$ cat src/rtl/id_stage.sv
// id_stage: instruction decode with operand forwarding, load-use/RAW hazard
// detection and a single ID/EX pipeline register with valid/ready handshake.
module id_stage #(
    parameter int unsigned DATA_W   = 32,
    parameter int unsigned REG_AW   = 5,
    parameter int unsigned FWD_EN   = 1,
    localparam int unsigned ALUOP_W  = 8,
    localparam int unsigned ALUSEL_W = 3
) (
    input  logic                clk,
    input  logic                rst,

    input  logic                inst_valid_i,
    input  logic [31:0]         inst_i,
    output logic                id_ready_o,

    output logic                reg1_read_o,
    output logic                reg2_read_o,
    output logic [REG_AW-1:0]   reg1_addr_o,
    output logic [REG_AW-1:0]   reg2_addr_o,
    input  logic [DATA_W-1:0]   reg1_data_i,
    input  logic [DATA_W-1:0]   reg2_data_i,

    input  logic                ex_wreg_i,
    input  logic [REG_AW-1:0]   ex_wd_i,
    input  logic [DATA_W-1:0]   ex_wdata_i,
    input  logic                ex_is_load_i,

    input  logic                mem_wreg_i,
    input  logic [REG_AW-1:0]   mem_wd_i,
    input  logic [DATA_W-1:0]   mem_wdata_i,

    input  logic                flush_i,
    input  logic                ex_ready_i,

    output logic                ex_valid_o,
    output logic [ALUOP_W-1:0]  aluop_o,
    output logic [ALUSEL_W-1:0] alusel_o,
    output logic [DATA_W-1:0]   reg1_o,
    output logic [DATA_W-1:0]   reg2_o,
    output logic [REG_AW-1:0]   wd_o,
    output logic                wreg_o,
    output logic                instvalid_o
);

    // Primary opcodes
    localparam logic [5:0] OP_SPECIAL = 6'b000000;
    localparam logic [5:0] OP_ANDI    = 6'b001100;
    localparam logic [5:0] OP_ORI     = 6'b001101;
    localparam logic [5:0] OP_XORI    = 6'b001110;
    localparam logic [5:0] OP_LUI     = 6'b001111;

    // SPECIAL function codes
    localparam logic [5:0] FN_SLL = 6'b000000;
    localparam logic [5:0] FN_SRL = 6'b000010;
    localparam logic [5:0] FN_SRA = 6'b000011;
    localparam logic [5:0] FN_AND = 6'b100100;
    localparam logic [5:0] FN_OR  = 6'b100101;
    localparam logic [5:0] FN_XOR = 6'b100110;
    localparam logic [5:0] FN_NOR = 6'b100111;

    // ALU operation codes
    localparam logic [ALUOP_W-1:0] ALUOP_NOP = 8'b0000_0000;
    localparam logic [ALUOP_W-1:0] ALUOP_AND = 8'b0010_0100;
    localparam logic [ALUOP_W-1:0] ALUOP_OR  = 8'b0010_0101;
    localparam logic [ALUOP_W-1:0] ALUOP_XOR = 8'b0010_0110;
    localparam logic [ALUOP_W-1:0] ALUOP_NOR = 8'b0010_0111;
    localparam logic [ALUOP_W-1:0] ALUOP_SLL = 8'b0111_1100;
    localparam logic [ALUOP_W-1:0] ALUOP_SRL = 8'b0000_0010;
    localparam logic [ALUOP_W-1:0] ALUOP_SRA = 8'b0000_0011;

    // Result select codes
    localparam logic [ALUSEL_W-1:0] ALUSEL_NOP   = 3'b000;
    localparam logic [ALUSEL_W-1:0] ALUSEL_LOGIC = 3'b001;
    localparam logic [ALUSEL_W-1:0] ALUSEL_SHIFT = 3'b010;

    // Instruction fields
    logic [5:0]        op;
    logic [5:0]        funct;
    logic [REG_AW-1:0] rs_addr;
    logic [REG_AW-1:0] rt_addr;
    logic [REG_AW-1:0] rd_addr;

    // Decoded entry
    logic                dec_re1;
    logic                dec_re2;
    logic [DATA_W-1:0]   dec_imm1;
    logic [DATA_W-1:0]   dec_imm2;
    logic [ALUOP_W-1:0]  dec_aluop;
    logic [ALUSEL_W-1:0] dec_alusel;
    logic [REG_AW-1:0]   dec_wd;
    logic                dec_wreg;
    logic                dec_instvalid;

    // Resolved operands and control
    logic [DATA_W-1:0] opnd1;
    logic [DATA_W-1:0] opnd2;
    logic              src1_live;
    logic              src2_live;
    logic              load_hazard;
    logic              raw_hazard;
    logic              hazard;
    logic              advance;
    logic              accept;
    logic              fwd_off;

    // Next values of the ID/EX register
    logic                nxt_valid;
    logic [ALUOP_W-1:0]  nxt_aluop;
    logic [ALUSEL_W-1:0] nxt_alusel;
    logic [DATA_W-1:0]   nxt_reg1;
    logic [DATA_W-1:0]   nxt_reg2;
    logic [REG_AW-1:0]   nxt_wd;
    logic                nxt_wreg;
    logic                nxt_instvalid;

    assign op      = inst_i[31:26];
    assign funct   = inst_i[5:0];
    assign rs_addr = REG_AW'(inst_i[25:21]);
    assign rt_addr = REG_AW'(inst_i[20:16]);
    assign rd_addr = REG_AW'(inst_i[15:11]);
    assign fwd_off = (FWD_EN == 0);

    // Instruction decode: read enables, immediates, operation and destination
    always_comb begin
        dec_re1       = 1'b0;
        dec_re2       = 1'b0;
        dec_imm1      = '0;
        dec_imm2      = '0;
        dec_aluop     = ALUOP_NOP;
        dec_alusel    = ALUSEL_NOP;
        dec_wd        = '0;
        dec_wreg      = 1'b0;
        dec_instvalid = 1'b0;
        unique case (op)
            OP_SPECIAL: begin
                if (inst_i == 32'h0000_0000) begin
                    // canonical NOP (would otherwise decode as SLL $0)
                    dec_instvalid = 1'b1;
                end else begin
                    unique case (funct)
                        FN_OR, FN_AND, FN_XOR, FN_NOR: begin
                            dec_re1       = 1'b1;
                            dec_re2       = 1'b1;
                            dec_wd        = rd_addr;
                            dec_wreg      = 1'b1;
                            dec_alusel    = ALUSEL_LOGIC;
                            dec_instvalid = 1'b1;
                            unique case (funct)
                                FN_OR:   dec_aluop = ALUOP_OR;
                                FN_AND:  dec_aluop = ALUOP_AND;
                                FN_XOR:  dec_aluop = ALUOP_XOR;
                                default: dec_aluop = ALUOP_NOR;
                            endcase
                        end
                        FN_SLL, FN_SRL, FN_SRA: begin
                            dec_re2       = 1'b1;
                            dec_imm1      = DATA_W'(inst_i[10:6]);
                            dec_wd        = rd_addr;
                            dec_wreg      = 1'b1;
                            dec_alusel    = ALUSEL_SHIFT;
                            dec_instvalid = 1'b1;
                            unique case (funct)
                                FN_SLL:  dec_aluop = ALUOP_SLL;
                                FN_SRL:  dec_aluop = ALUOP_SRL;
                                default: dec_aluop = ALUOP_SRA;
                            endcase
                        end
                        default: ;
                    endcase
                end
            end
            OP_ORI, OP_ANDI, OP_XORI: begin
                dec_re1       = 1'b1;
                dec_imm2      = DATA_W'(inst_i[15:0]);
                dec_wd        = rt_addr;
                dec_wreg      = 1'b1;
                dec_alusel    = ALUSEL_LOGIC;
                dec_instvalid = 1'b1;
                unique case (op)
                    OP_ORI:  dec_aluop = ALUOP_OR;
                    OP_ANDI: dec_aluop = ALUOP_AND;
                    default: dec_aluop = ALUOP_XOR;
                endcase
            end
            OP_LUI: begin
                // OR of zero with the shifted immediate; rs is not read
                dec_imm2      = DATA_W'({inst_i[15:0], 16'h0000});
                dec_wd        = rt_addr;
                dec_wreg      = 1'b1;
                dec_aluop     = ALUOP_OR;
                dec_alusel    = ALUSEL_LOGIC;
                dec_instvalid = 1'b1;
            end
            default: ;
        endcase
    end

    // Operand 1 select: immediate, $0, EX forward, MEM forward, register file
    always_comb begin
        opnd1 = reg1_data_i;
        if (!dec_re1) begin
            opnd1 = dec_imm1;
        end else if (rs_addr == '0) begin
            opnd1 = '0;
        end else if (ex_wreg_i && (ex_wd_i == rs_addr) && !ex_is_load_i) begin
            opnd1 = ex_wdata_i;
        end else if (mem_wreg_i && (mem_wd_i == rs_addr)) begin
            opnd1 = mem_wdata_i;
        end
    end

    // Operand 2 select: same priority as operand 1, on rt
    always_comb begin
        opnd2 = reg2_data_i;
        if (!dec_re2) begin
            opnd2 = dec_imm2;
        end else if (rt_addr == '0) begin
            opnd2 = '0;
        end else if (ex_wreg_i && (ex_wd_i == rt_addr) && !ex_is_load_i) begin
            opnd2 = ex_wdata_i;
        end else if (mem_wreg_i && (mem_wd_i == rt_addr)) begin
            opnd2 = mem_wdata_i;
        end
    end

    // Hazard detection: load-use always, any RAW match when forwarding is off
    always_comb begin
        src1_live   = dec_re1 && (rs_addr != '0);
        src2_live   = dec_re2 && (rt_addr != '0);
        load_hazard = ex_wreg_i && ex_is_load_i &&
                      ((src1_live && (ex_wd_i == rs_addr)) ||
                       (src2_live && (ex_wd_i == rt_addr)));
        raw_hazard  = fwd_off &&
                      ((ex_wreg_i  && ((src1_live && (ex_wd_i  == rs_addr)) ||
                                       (src2_live && (ex_wd_i  == rt_addr)))) ||
                       (mem_wreg_i && ((src1_live && (mem_wd_i == rs_addr)) ||
                                       (src2_live && (mem_wd_i == rt_addr)))));
        hazard      = load_hazard || raw_hazard;
    end

    assign advance     = ex_ready_i || !ex_valid_o;
    assign id_ready_o  = advance && !hazard;
    assign accept      = inst_valid_i && id_ready_o;
    assign reg1_read_o = dec_re1;
    assign reg2_read_o = dec_re2;
    assign reg1_addr_o = rs_addr;
    assign reg2_addr_o = rt_addr;

    // ID/EX next value: flush and idle slots load a bubble, stalls hold
    always_comb begin
        nxt_valid     = ex_valid_o;
        nxt_aluop     = aluop_o;
        nxt_alusel    = alusel_o;
        nxt_reg1      = reg1_o;
        nxt_reg2      = reg2_o;
        nxt_wd        = wd_o;
        nxt_wreg      = wreg_o;
        nxt_instvalid = instvalid_o;
        if (flush_i || (advance && !accept)) begin
            nxt_valid     = 1'b0;
            nxt_aluop     = ALUOP_NOP;
            nxt_alusel    = ALUSEL_NOP;
            nxt_reg1      = '0;
            nxt_reg2      = '0;
            nxt_wd        = '0;
            nxt_wreg      = 1'b0;
            nxt_instvalid = 1'b0;
        end else if (accept) begin
            nxt_valid     = 1'b1;
            nxt_aluop     = dec_aluop;
            nxt_alusel    = dec_alusel;
            nxt_reg1      = opnd1;
            nxt_reg2      = opnd2;
            nxt_wd        = dec_wd;
            nxt_wreg      = dec_wreg;
            nxt_instvalid = dec_instvalid;
        end
    end

    // ID/EX register with synchronous active-low reset
    always_ff @(posedge clk) begin
        if (!rst) begin
            ex_valid_o  <= 1'b0;
            aluop_o     <= ALUOP_NOP;
            alusel_o    <= ALUSEL_NOP;
            reg1_o      <= '0;
            reg2_o      <= '0;
            wd_o        <= '0;
            wreg_o      <= 1'b0;
            instvalid_o <= 1'b0;
        end else begin
            ex_valid_o  <= nxt_valid;
            aluop_o     <= nxt_aluop;
            alusel_o    <= nxt_alusel;
            reg1_o      <= nxt_reg1;
            reg2_o      <= nxt_reg2;
            wd_o        <= nxt_wd;
            wreg_o      <= nxt_wreg;
            instvalid_o <= nxt_instvalid;
        end
    end

endmodule

$ cat config.mk
export PLATFORM = sky130hd
export DESIGN_NAME = id_stage
export DESIGN_NICKNAME = d
export VERILOG_FILES = /design/src/rtl/id_stage.sv
export SDC_FILE = /design/constraint.sdc
export NUM_CORES = 1
export LEC_CHECK = 0
export ABC_CLOCK_PERIOD_IN_PS = 6800
export CAP_MARGIN = 30
export CORE_ASPECT_RATIO = 1.2
export CORE_MARGIN = 2
export CORE_UTILIZATION = 35
export DETAILED_ROUTE_END_ITERATION = 7
export MAX_ROUTING_LAYER = met4
export PLACE_DENSITY = 0.77
export SLEW_MARGIN = 20
export SYNTH_ARGS = -nofsm -noshare
export SYNTH_HDL_FRONTEND = slang
export SYNTH_SLANG_ARGS = --single-unit
$ cat constraint.sdc
create_clock -name clk -period 6.8 [get_ports clk]
set_input_delay 1.7 -clock clk [delete_from_list [all_inputs] [get_ports clk]]
set_output_delay 1.7 -clock clk [all_outputs]
set_load 0.03 [all_outputs]
==> flow_summary_export.csv <==
group,metric,value,unit
status,status,"completed",
cts,postCtsSetupBuffers,0,
cts,clock-sinks,78,
final_layout,final_area,8190,µm²
timing,finalHoldViolations,0,
final_layout,utilization,55.2,%
logic_synthesis,ys.flop_type,"dfxtp_1",
worst_setup_path,path_buf_inv,2,
worst_setup_path,critPathRequiredTime,5.10,ns
place,gp_congestion,0.898,
power,leakage,2.76,nW
power,p_total,1.25,mW
cts,cts_resized,0,
logic_synthesis,synth_async_sr_flop_share,0,%
power,powerDensity,153,nW/µm²
logic_synthesis,synth-edff-count,0,
die,die-area,16000,µm²
timing,period_minus_slack,5.93,ns
die,io_pins,274,
die,core_region_area,14800,µm²
timing,worst_slew_pin_slew,0.988,ns
drt,drt-total-wl,21.3,mm
timing,finalSetupViolCount,0,
worst_setup_path,cp_top_family,"simple AND/OR/NAND/NOR gates",
worst_setup_path,crit_path_start_kind,"input port",
logic_synthesis,synthCells,667,
job,drv_cap,0,
final_layout,finalNetCount,1074,
place,port_buffers,271,
logic_synthesis,synth_area_per_cell,7.87,µm²
cts,postCtsHoldBufs,0,
worst_setup_path,path_common_cell,"clkdlybuf4s50_1",
timing,fin_skew,0.00350,ns
cts,cts_tree,"yes",
worst_setup_path,path_class,"input port to output pin",
cts,cts_buffer_depth,2,
worst_setup_path,slowest_delay,0.65,ns
power,p_int,920,µW
global_routing,grt-ovfl-total,0,
logic_synthesis,ys_warn_count,0,
worst_setup_path,cpMaxStageDelayCell,"clkdlybuf4s50_1",
place,numPlacedInstances,1088,
global_routing,grt_max_degree,65,
worst_setup_path,crit_fanout,10,
cts,cts.htree.levels,3,
drt,drt_iter0_drc,384,
power,pwr-share-comb,20.4,%
logic_synthesis,ys_ff_latch,78,
timing,hold_ws,0.454,ns
cts,cts_buffers,9,
final_layout,antenna_cells,0,
global_routing,antenna_found_initial,0,
timing,drv_slew,0,
power,worst_ir_drop_vdd,0.000107,V
timing,rsz0062_at_grt,"false",
timing,slew_headroom,33.8,%
drt,via_count,5932,
die,die_w,116,µm
drt,drc,0,
power,power.switching,334,µW
die,start_util,35.4,%
power,pwr-share-seq,37.0,%
worst_setup_path,worstPathArrival,4.23,ns
worst_setup_path,crit_chain,"clkdlybuf4s50_1, nor2_1, nand3_1, nor4_1, nor3_2, clkdlybuf4s50_1",
drt,ant_nets,0,
place,dp_hpwl,16.2,mm
global_routing,grt_pass1_vias,5621,
final_layout,area_delta_synth_final,56.0,%
global_routing,grt_usage,26.9,%
worst_setup_path,crit_path_end_kind,"output pin",
place,pre_cts_ws,0.911,ns
cts,clkTransAtPathRegs,0.06,ns
die,std_cell_rows,49,
drt,vias_per_cell,5.37,
timing,fmax,169,MHz
final_layout,drive_gt1_share,9.66,%
global_routing,grt_pass1_wl,32.0,mm
place,place_area,7840,µm²
drt,dr.pass1.iters,5,
final_layout,final_cells,1105,
power,switching_share,26.7,%
cts,cts_root_buf,"clkbuf_16",
timing,tns,0,ns
final_layout,fillers,1446,
die,dieHeight,138,µm
logic_synthesis,syn_area,5250,µm²
timing,layout_setup_ws,0.872,ns
hold_path,hold_class,"register to register",
power,power.share.clock,42.7,%
timing,fin_crit_sh,87.2,%
logic_synthesis,synth-seq-area-share,29.7,%
logic_synthesis,synth_cell_types,52,
cts,clk_latency,0.34,ns
drt,wire_per_inst,19.2,µm
cells in the mapped netlist, types with 3 or more instances:
cell	number	area, µm²
nand2_1	123	462
nor2_1	88	330
dfxtp_1	78	1560
o21ai_0	37	185
a21oi_1	35	175
mux2i_1	32	320
a211o_1	27	236
nor3_2	25	250
clkbuf_1	24	90.1
a211oi_1	17	128
a21oi_2	17	149
a311oi_1	16	140
a31oi_1	16	100
buf_4	16	120
buf_2	12	60.1
xor2_1	11	96.3
buf_6	9	101
xnor2_1	9	78.8
a221oi_1	6	52.6
a22oi_1	6	45.0
nor3_1	6	30.0
and3_1	5	31.3
buf_12	5	100
nor4_1	5	31.3
nand2b_1	4	25.0
nand3_1	4	20.0
nor2b_1	3	18.8
routing by layer:
layer,global-route usage [%],routed length (µm),vias to the layer above
li1,-,-,2813
met3,4.69,1390,45
met2,41.3,10100,273
met4,10.8,807,0
met5,-,0,-
met1,35.1,8940,2801
power by group through the flow:
| stage | clock [mW] | sequential [mW] | combinational, mW |
|---|---|---|---|
| 3_5_place_dp | 0 | 0.474 | 0.253 |
| 3_3_place_gp | 0 | 0.474 | 0.252 |
| 4_1_cts | 0.543 | 0.464 | 0.255 |
| 2_1_floorplan | 0 | 0.482 | 0.103 |
| 6_report | 0.536 | 0.464 | 0.255 |
| 5_1_grt | 0.565 | 0.464 | 0.273 |
area by class of cell:
cell class	instances	area, µm²	area share [%]
multi-input combinational	521	3210	39.2
timing repair buffer	285	2840	34.6
sequential	78	1560	19.1
tap	204	255	3.12
clock buffer	9	225	2.75
clock inverter	7	97.6	1.19
inverter	1	3.75	0.0458
path summary, 6_finish.rpt:
check             startpoint  cells past startpoint          end  slack, ns
setup / recovery   inst_i[5]                      6  reg2_read_o       0.87
hold / removal    reg1_o[20]                      2   reg1_o[20]       0.45
setup reg to reg  ex_valid_o                      5    reg1_o[1]       4.57
hold reg to reg   reg1_o[20]                      2   reg1_o[20]       0.45
sequential cells by signal, summed over array words and instances (netlist names):
name / cells
reg2_o: 32
ex_valid_o: 1
aluop_o: 4
wreg_o: 1
reg1_o: 32
wd_o: 5
alusel_o: 2
instvalid_o: 1
cell usage in the layout, fill, tap and decap left out, drive strengths merged, types with 2 or more instances in the layout:
cell and n:
clkdlybuf4s50 271, nand2 123, nor2 90, dfxtp 78, a21oi 53, o21ai 39
mux2i 32, nor3 31, a211o 27, a211oi 17, a311oi 16, a31oi 16
buf 14, xor2 11, xnor2 9, clkbuf 9, a22oi 7, a221oi 6
nor4 6, nand3 5, and3 5, nand2b 4, and2 4, nor2b 3
nand4 2, o22ai 2, conb 2, clkinvlp 2, bufinv 2, o211ai 2
inv 2, or3b 2, clkinv 2
worst min-delay path, stage by stage, from the launching register on:
cell	delay, ns
dfxtp_1	0.31
nand2_1	0.05
a21oi_1	0.05
cells by family (layout without fill, tap and decap cells):
family	count (synthesis)	count (layout)	synth area share, %
other	1	2	0.0714
xor gates and xnor gates	20	20	3.34
and+or+nand+nor	277	277	25.4
AOI/OAI and AO/OA	190	190	26.1
buffers and inverters	69	302	9.24
muxes	32	32	6.10
DFF	78	78	29.7
(Power assumes the default switching activity.)
